<file path="src/rtl/fifo_uart_tx.sv">
// Drains a show-ahead FIFO and serialises each word as a UART frame:
// start bit, data LSB-first, optional even parity, 1 or 2 stop bits.
module fifo_uart_tx #(
  parameter int WIDTH_DATA = 8,
  parameter int CLK_DIV    = 16,
  parameter int PARITY_EN  = 0,
  parameter int STOP_BITS  = 1
) (
  input  logic                  i_clk,
  input  logic                  i_rst_n,
  input  logic                  i_enable,
  input  logic [WIDTH_DATA-1:0] i_data,
  input  logic                  i_empty,
  output logic                  o_pop,
  output logic                  o_tx,
  output logic                  o_busy
);

  localparam int BAUD_W = $clog2(CLK_DIV);
  localparam int BIT_W  = $clog2(WIDTH_DATA + 1);
  localparam logic [BAUD_W-1:0] BAUD_LAST = BAUD_W'(CLK_DIV - 1);
  localparam logic [BIT_W-1:0]  DATA_LAST = BIT_W'(WIDTH_DATA - 1);
  localparam logic [BIT_W-1:0]  STOP_LAST = BIT_W'(STOP_BITS - 1);

  typedef enum logic [2:0] {
    S_IDLE,
    S_START,
    S_DATA,
    S_PARITY,
    S_STOP
  } state_t;

  state_t                  r_state, w_state;
  logic [BAUD_W-1:0]       r_baud, w_baud;
  logic [BIT_W-1:0]        r_bit, w_bit;
  logic [WIDTH_DATA-1:0]   r_shift, w_shift;
  logic                    r_parity, w_parity;
  logic                    r_tx, w_tx;
  logic                    r_pop, w_pop;
  logic                    r_busy, w_busy;
  logic                    w_can_load;
  logic                    w_bit_end;
  logic                    w_frame_start;

  assign w_can_load = i_enable && !i_empty;
  assign w_bit_end  = (r_baud == BAUD_LAST);

  always_comb begin
    w_state       = r_state;
    w_baud        = r_baud;
    w_bit         = r_bit;
    w_shift       = r_shift;
    w_parity      = r_parity;
    w_tx          = r_tx;
    w_pop         = 1'b0;
    w_busy        = r_busy;
    w_frame_start = 1'b0;

    case (r_state)
      S_IDLE: begin
        w_tx          = 1'b1;
        w_busy        = 1'b0;
        w_frame_start = w_can_load;
      end
      S_START: begin
        w_baud = r_baud + 1'b1;
        if (w_bit_end) begin
          w_baud  = '0;
          w_bit   = '0;
          w_state = S_DATA;
          w_tx    = r_shift[0];
        end
      end
      S_DATA: begin
        w_baud = r_baud + 1'b1;
        if (w_bit_end) begin
          w_baud = '0;
          if (r_bit == DATA_LAST) begin
            w_bit = '0;
            if (PARITY_EN != 0) begin
              w_state = S_PARITY;
              w_tx    = r_parity;
            end else begin
              w_state = S_STOP;
              w_tx    = 1'b1;
            end
          end else begin
            w_bit   = r_bit + 1'b1;
            w_shift = r_shift >> 1;
            w_tx    = w_shift[0];
          end
        end
      end
      S_PARITY: begin
        w_baud = r_baud + 1'b1;
        if (w_bit_end) begin
          w_baud  = '0;
          w_bit   = '0;
          w_state = S_STOP;
          w_tx    = 1'b1;
        end
      end
      S_STOP: begin
        w_baud = r_baud + 1'b1;
        if (w_bit_end) begin
          w_baud = '0;
          if (r_bit == STOP_LAST) begin
            w_bit = '0;
            // Chain straight into the next frame so the line never idles between words
            if (w_can_load) begin
              w_frame_start = 1'b1;
            end else begin
              w_state = S_IDLE;
              w_busy  = 1'b0;
              w_tx    = 1'b1;
            end
          end else begin
            w_bit = r_bit + 1'b1;
          end
        end
      end
      default: begin
        w_state = S_IDLE;
        w_tx    = 1'b1;
        w_busy  = 1'b0;
      end
    endcase

    if (w_frame_start) begin
      w_state  = S_START;
      w_baud   = '0;
      w_bit    = '0;
      w_shift  = i_data;
      w_parity = ^i_data;
      w_tx     = 1'b0;
      w_pop    = 1'b1;
      w_busy   = 1'b1;
    end
  end

  always_ff @(posedge i_clk or negedge i_rst_n) begin
    if (!i_rst_n) begin
      r_state  <= S_IDLE;
      r_baud   <= '0;
      r_bit    <= '0;
      r_shift  <= '0;
      r_parity <= 1'b0;
      r_tx     <= 1'b1;
      r_pop    <= 1'b0;
      r_busy   <= 1'b0;
    end else begin
      r_state  <= w_state;
      r_baud   <= w_baud;
      r_bit    <= w_bit;
      r_shift  <= w_shift;
      r_parity <= w_parity;
      r_tx     <= w_tx;
      r_pop    <= w_pop;
      r_busy   <= w_busy;
    end
  end

  assign o_tx   = r_tx;
  assign o_pop  = r_pop;
  assign o_busy = r_busy;

endmodule

</file>
<file path="config.mk">
export PLATFORM = sky130hd
export DESIGN_NAME = fifo_uart_tx
export DESIGN_NICKNAME = d
export VERILOG_FILES = /design/src/rtl/fifo_uart_tx.sv
export SDC_FILE = /design/constraint.sdc
export NUM_CORES = 1
export LEC_CHECK = 0
export CORE_MARGIN = 4
export CORE_UTILIZATION = 41
export CTS_CLUSTER_DIAMETER = 30
export DETAILED_ROUTE_END_ITERATION = 10
export PLACE_DENSITY_LB_ADDON = 0.08
export SETUP_SLACK_MARGIN = 0.5
export SYNTH_ARGS = -nofsm -noshare
export SYNTH_HDL_FRONTEND = slang
export SYNTH_SLANG_ARGS = --single-unit
</file>
<file path="constraint.sdc">
create_clock -name i_clk -period 1.9 [get_ports i_clk]
set_clock_uncertainty 0.05 [all_clocks]
set_input_delay 0.285 -clock i_clk [delete_from_list [all_inputs] [get_ports i_clk]]
set_output_delay 0.285 -clock i_clk [all_outputs]
set_load 0.005 [all_outputs]
</file>
==> results of run 1 <==
==> synthesized netlist by cell type, drive strengths merged <==
cell     count
or3          2
nor2         9
o211ai       1
o2111ai      1
nand3        5
o21ai        7
a41oi        1
dfrtp       21
o2bb2ai      1
and3         2
a22oi        1
nor3b        1
o21bai       2
xor2         1
clkbuf       1
o32a         2
a211oi       1
nor3         6
a21o         1
dfstp        1
a31oi        1
ha           3
or4b         2
or2          2
buf          3
and3b        1
nand2        3
and2         3
a21oi        8
nor4         1
a41o         1
o32ai        1
mux2        11
a221o        2
inv          7
or3b         2
a311oi       1
o22ai        3
mux2i        1
nand2b       4
a22o         1
==> final timing paths <==
check / startpoint / to / slack (ns) / cells past startpoint
min in group i_clk: i_data[7] / r_shift[7] / 0.47 / 3
worst max register to register: r_bit[1] / r_shift[1] / -0.05 / 7
worst min register to register: r_shift[0] / r_shift[0] / 0.49 / 1
worst min-delay path: i_rst_n / o_busy / 0.27 / 2
worst max-delay path: r_bit[1] / r_shift[1] / -0.05 / 7
max in group asynchronous: i_rst_n / o_tx / 1.24 / 2
==> cells by family after synthesis <==
family / share of synthesized area
simple gates: 0.207
compound gates: 0.200
flops: 0.421
mux: 0.102
buf+inv: 0.0343
fa+ha+maj: 0.0286
xor+xnor: 0.00668
==> power by group <==
part | internal [µW] | switching (µW) | leakage [µW] | total [µW]
Combinational | 25.1 | 16.5 | 0.000586 | 41.6
Sequential | 468 | 0 | 0.000269 | 468
Clock | 117 | 148 | 0.0000210 | 265
Total | 610 | 165 | 0.000877 | 775
==> critical path, cell delays in order, from the launching register on <==
cell and delay, ns:
sky130_fd_sc_hd__dfrtp_1 0.44, sky130_fd_sc_hd__inv_2 0.09, sky130_fd_sc_hd__ha_4 0.13, sky130_fd_sc_hd__or3b_4 0.41, sky130_fd_sc_hd__o21ai_4 0.24, sky130_fd_sc_hd__buf_6 0.14
sky130_fd_sc_hd__a21oi_2 0.05, sky130_fd_sc_hd__a221o_1 0.29
==> per-stage QoR <==
step	utilization	instances	hold WS [ns]
floorplan	-	128	-0.0606
global placement	0.547	203	0.459
detailed placement	0.547	203	0.459
CTS	0.625	218	0.271
global route	0.640	221	0.279
finish	0.640	221	0.267
==> sequential cells by signal, summed over array words and instances, names as in the netlist <==
name     cells
r_baud       4
o_tx         1
r_shift      8
o_pop        1
r_state      3
r_bit        4
o_busy       1
==> metal layers <==
| metal | global-route usage | vias up |
|---|---|---|
| met5 | 0 | - |
| met2 | 0.308 | 20 |
| met4 | 0.0554 | 0 |
| met1 | 0.234 | 601 |
| li1 | - | 584 |
| met3 | 0.0312 | 4 |
==> cell type report <==
type | instances | area share
Tap cell | 44 | 0.0282
Inverter | 7 | 0.0147
Multi-Input combinational cell | 95 | 0.434
Clock buffer | 4 | 0.0186
Sequential cell | 22 | 0.283
Timing Repair Buffer | 49 | 0.222
==> what timing repair did <==
action	4_1_cts	5_1_grt
endpoints found under the hold margin	0	0
setup endpoints to repair	25	22
pin swaps	13	6
setup buffers	11	3
gates resized for setup	40	8
==> out/qor.csv, run 1 <==
metric,value,unit
global-route usage over all layers,0.181,
Syn Nets,143,
sequential element share of the synthesized area,0.421,
Via density,5.47,
number of remaining DRC errors,0,
Layout fillers,259,
warning count from the yosys run,0,
GP Congestion,0.781,
Cell Pwr Density,397,nW/µm²
clock period minus final worst setup slack,1.95,ns
type of element capturing the critical path,register,
Worst EP arrival,2.09,ns
total number of vias,1209,
Max-slew headroom,0.746,
status,"finished, violations left",
final-report hold violation count,0,
number of placement rows,20,
critical path peak fanout,3,
die footprint,4170,µm²
overall die width,64.6,µm
ratio of cells with drive above 1 in the final layout,0.469,
combined area of the multi-input logic cells,848,µm²
finished layout cell area,1950,µm²
routed wire length,3470,µm
final clock period utilization by the worst path,1.02,
total area of sequential cells,553,µm²
number of inserted diodes,0,
buffer depth of the longest clock path,2,
critical path launch point type,register,
Initial Util,0.430,
number of distinct standard cells referenced by the synthesized netlist,46,
number of instances in the synthesized netlist,128,
CORE AREA,3050,µm²
transition time of the tightest slew-check pin,0.381,ns
pin count of the biggest net entering global routing,23,
crit path kind,register to register,
met3 routed WL,102,µm
hold buffers post-CTS,0,
Worst-Skew Late Latency,0.31,ns
worst vdd ir,233,µV
area grow syn2layout,49.0,%
unrepaired setup endpoints after global routing,true,
violations in the final reports,setup timing,
largest area contributor in the synthesized netlist,sky130_fd_sc_hd__dfrtp_1,
most frequent standard cell in the layout excluding fill and tap cells,sky130_fd_sc_hd__buf_4,
wire length the detailed router placed on met1,1610,µm
Setup Viol. Count Final,8,
count of pins over their slew limit,0,
number of DRC markers in iteration 0,33,
number of primary I/O pins,15,
post-DP HPWL,2340,µm
post-route ant nets,0,
total length of routed met2 wires,1740,µm
number of maximum-capacitance constraint violations,0,
final setup TNS,-0.258,ns
Yosys top cell area share,0.401,
H-tree depth,1,
number of port buffers,14,
"sum of internal, switching and leakage power",775,µW
number of detailed-route iterations in the first pass,4,
required time reported for the critical path endpoint,2.05,ns
synthesized area per cell,10.2,µm²
via count of the first global-routing pass,1217,
Placed Area,1670,µm²
cell at the root of the clock tree,sky130_fd_sc_hd__clkbuf_4,
clock tree from TritonCTS,done,
largest cells by area after synthesis,"sky130_fd_sc_hd__dfrtp_1, sky130_fd_sc_hd__mux2_1, sky130_fd_sc_hd__ha_1, sky130_fd_sc_hd__a21oi_1, sky130_fd_sc_hd__nor2_1",
number of antenna violations at the first check in global routing,0,
most frequent cells in the layout,"sky130_fd_sc_hd__buf_4, sky130_fd_sc_hd__dfrtp_1, sky130_fd_sc_hd__clkdlybuf4s50_1, sky130_fd_sc_hd__buf_6, sky130_fd_sc_hd__mux2_4",
height of the die,64.6,µm
final net count,193,
#FFs+latches synth,22,
highest metal layer with signal wires,met4,
total standard cell area after synthesis,1310,µm²
"CTS clk-pin slew, worst paths",0.14,ns
total congestion overflow,0,
pre-CTS setup slack,-0.274,ns
routed length per placed instance,15.7,µm
setup slack after layout,-0.0453,ns
number of buffers inserted during clock tree synthesis,3,
fmax,0.514,GHz
Leakage Power,0.000877,µW
global-route wire length before repair,5880,µm
number of clock sinks,22,
worst min path class,primary input to async pin,
(Power assumes the default switching activity.)
==> inputs of run 2 (changes only) <==
--- a/config.mk
+++ b/config.mk
@@ -5,6 +5,7 @@
 export SDC_FILE = /design/constraint.sdc
 export NUM_CORES = 1
 export LEC_CHECK = 0
+export CAP_MARGIN = 0
 export CORE_MARGIN = 4
 export CORE_UTILIZATION = 41
 export CTS_CLUSTER_DIAMETER = 30
==> constraint.sdc (replaced) <==
create_clock -name i_clk -period 2.15 [get_ports i_clk]
set_clock_uncertainty 0.05 [all_clocks]
set_input_delay 0.3225 -clock i_clk [delete_from_list [all_inputs] [get_ports i_clk]]
set_output_delay 0.3225 -clock i_clk [all_outputs]
set_load 0.005 [all_outputs]
==> out/qor.csv, run 2 (same netlist as run 1, synthesis figures left out) <==
metric,value,unit,change
number of DRC markers in iteration 0,69,,was 33
number of placement rows,20,,unchanged
worst min path class,primary input to async pin,,unchanged
share of total power in the clock network,0.346,,was 0.342
Layout fillers,282,,was 259
transition time of the tightest slew-check pin,0.374,ns,was 0.381 ns
critical path peak fanout,4,,was 3
Max-slew headroom,0.750,,was 0.746
most frequent standard cell in the layout excluding fill and tap cells,sky130_fd_sc_hd__buf_4,,unchanged
fmax,0.521,GHz,was 0.514 GHz
end-of-flow core utilization,0.610,,was 0.640
number of remaining DRC errors,0,,unchanged
Combinational Power Share,0.053,,was 0.054
Setup Viol. Count Final,0,,was 8
flip-flop count of the largest register after layout,8,,unchanged
global-route usage over all layers,0.157,,was 0.181
ratio of cells with drive above 1 in the final layout,0.396,,was 0.469
hold buffers post-CTS,0,,unchanged
via count of the first global-routing pass,1125,,was 1217
clock tree from TritonCTS,done,,unchanged
number of port buffers,14,,unchanged
overall die width,64.6,µm,unchanged
"sum of internal, switching and leakage power",688,µW,was 775 µW
area grow syn2layout,42.0,%,was 49.0%
Switching Power,149,µW,was 165 µW
cell internal pwr,539,µW,was 610 µW
critical path's slowest cell,sky130_fd_sc_hd__dfrtp_1,,unchanged
final-report hold violation count,0,,unchanged
largest register by flop count,r_shift,,unchanged
routed wire length,3240,µm,was 3470 µm
routed length per placed instance,15.2,µm,was 15.7 µm
unrepaired setup endpoints after global routing,true,,unchanged
number of antenna violations at the first check in global routing,0,,unchanged
GP Congestion,0.843,,was 0.781
Placed Area,1590,µm²,was 1670 µm²
required time reported for the critical path endpoint,2.32,ns,was 2.05 ns
number of detailed-route iterations in the first pass,4,,unchanged
final net count,185,,was 193
total number of vias,1171,,was 1209
clock period minus final worst setup slack,1.92,ns,was 1.95 ns
cell at the root of the clock tree,sky130_fd_sc_hd__clkbuf_4,,unchanged
"CTS clk-pin slew, worst paths",0.14,ns,about the same
buffer and inverter count on the worst path,2,,unchanged
kind of cell with the highest combined delay on the critical path,compound AO/OA/AOI/OAI gates,,unchanged
type of element capturing the critical path,register,,unchanged
number of maximum-capacitance constraint violations,0,,unchanged
status,"complete, no violations",,"was finished, violations left"
die footprint,4170,µm²,unchanged
global-route wire length before repair,5140,µm,was 5880 µm
critical path launch point type,register,,unchanged
Worst-Skew Late Latency,0.32,ns,was 0.31 ns
number of clock sinks,22,,unchanged
number of primary I/O pins,15,,unchanged
post-route ant nets,0,,unchanged
H-tree depth,1,,unchanged
post-DP HPWL,2020,µm,was 2340 µm
Initial Util,0.430,,unchanged
finished layout cell area,1860,µm²,was 1950 µm²
height of the die,64.6,µm,unchanged
number of inserted diodes,0,,unchanged
total congestion overflow,0,,unchanged
Net Sw Frac,0.216,,was 0.213
total area of sequential cells,554,µm²,was 553 µm²
Worst EP arrival,2.09,ns,about the same
crit path kind,register to register,,unchanged
final setup TNS,0,ns,was -0.258 ns
buffer depth of the longest clock path,2,,unchanged
Leakage Power,0.000829,µW,was 0.000877 µW
ordered list of cells on the worst path,inv_2 > ha_4 > or3b_4 > o21ai_4 > buf_6 > a21oi_4 > a221o_1,,was inv_2 > ha_4 > or3b_4 > o21ai_4 > buf_6 > a21oi_2 > a221o_1
number of buffers inserted during clock tree synthesis,3,,unchanged
registers with the highest flip-flop counts,"r_shift x8, r_baud x4, r_bit x4",,unchanged
biggest cell delay along the critical path,0.42,ns,was 0.44 ns
count of pins over their slew limit,0,,unchanged
pin count of the biggest net entering global routing,23,,unchanged
final clock period utilization by the worst path,0.893,,was 1.02
Via density,5.50,,was 5.47
CORE AREA,3050,µm²,unchanged
combined area of the multi-input logic cells,831,µm²,was 848 µm²
proportion of power drawn by flip-flops and latches,0.601,,was 0.604
Cell Pwr Density,370,nW/µm²,was 397 nW/µm²
worst vdd ir,231,µV,was 233 µV
most frequent cells in the layout,"sky130_fd_sc_hd__buf_4, sky130_fd_sc_hd__dfrtp_1, sky130_fd_sc_hd__clkdlybuf4s50_1, sky130_fd_sc_hd__nor2_1, sky130_fd_sc_hd__mux2_4",,"was sky130_fd_sc_hd__buf_4, sky130_fd_sc_hd__dfrtp_1, sky130_fd_sc_hd__clkdlybuf4s50_1, sky130_fd_sc_hd__buf_6, sky130_fd_sc_hd__mux2_4"
==> run 2: layer usage <==
metal,track usage,vias to the layer above,share of wire
li1,-,561,-
met2,0.253,36,0.46
met5,0,-,0
met4,0.0554,0,0.015
met3,0.0295,6,0.052
met1,0.212,568,0.48
==> run 2: worst paths after layout <==
path	startpoint	to	slack, ns	depth (start not counted)
min in group i_clk	r_shift[1]	r_shift[1]	0.50	1
worst min-delay path	i_rst_n	r_baud[3]	0.28	2
max in group asynchronous	i_rst_n	o_tx	1.49	2
worst max-delay path	r_bit[1]	r_shift[1]	0.23	7
worst min register to register	r_shift[1]	r_shift[1]	0.50	1
worst max register to register	r_bit[1]	r_shift[1]	0.23	7
==> run 2: cell type report <==
class	count	area share
clock buffers	4	0.0195
inverters	7	0.0141
multi-input cells	95	0.446
flip-flops and latches	22	0.298
well taps	44	0.0296
repair buffers	41	0.193
==> run 2: power by group through the flow <==
stage	registers (µW)	logic, µW	clock network, µW
6_report	414	36.4	238
5_1_grt	414	39.9	263
4_1_cts	414	37.2	246
3_5_place_dp	422	36.2	0
3_3_place_gp	422	35.7	0
2_1_floorplan	422	3.27	0
==> run 2: worst reg2reg max path, delay by kind of cell (launching register included) <==
family	cells	cell delay [ns]
DFF	1	0.42
adders and majority gates	1	0.12
and+or+nand+nor	1	0.39
AOI/OAI and AO/OA	3	0.61
buffers and inverters	2	0.24
==> run 2: repair_timing <==
action | CTS | global route
buffers inserted | 12 | 5
endpoints found under the setup margin | 19 | 22
pin swaps | 12 | 7
gates resized for setup | 17 | 13
==> run 2: metrics by stage <==
stage | setup WS [ns] | std cells | hold WS [ns]
after floorplan | 0.205 | 128 | -0.0231
after global placement | -0.0263 | 192 | 0.463
after detailed placement | -0.0684 | 192 | 0.462
after CTS | 0.262 | 208 | 0.287
after global routing | 0.171 | 213 | 0.307
final | 0.230 | 213 | 0.283
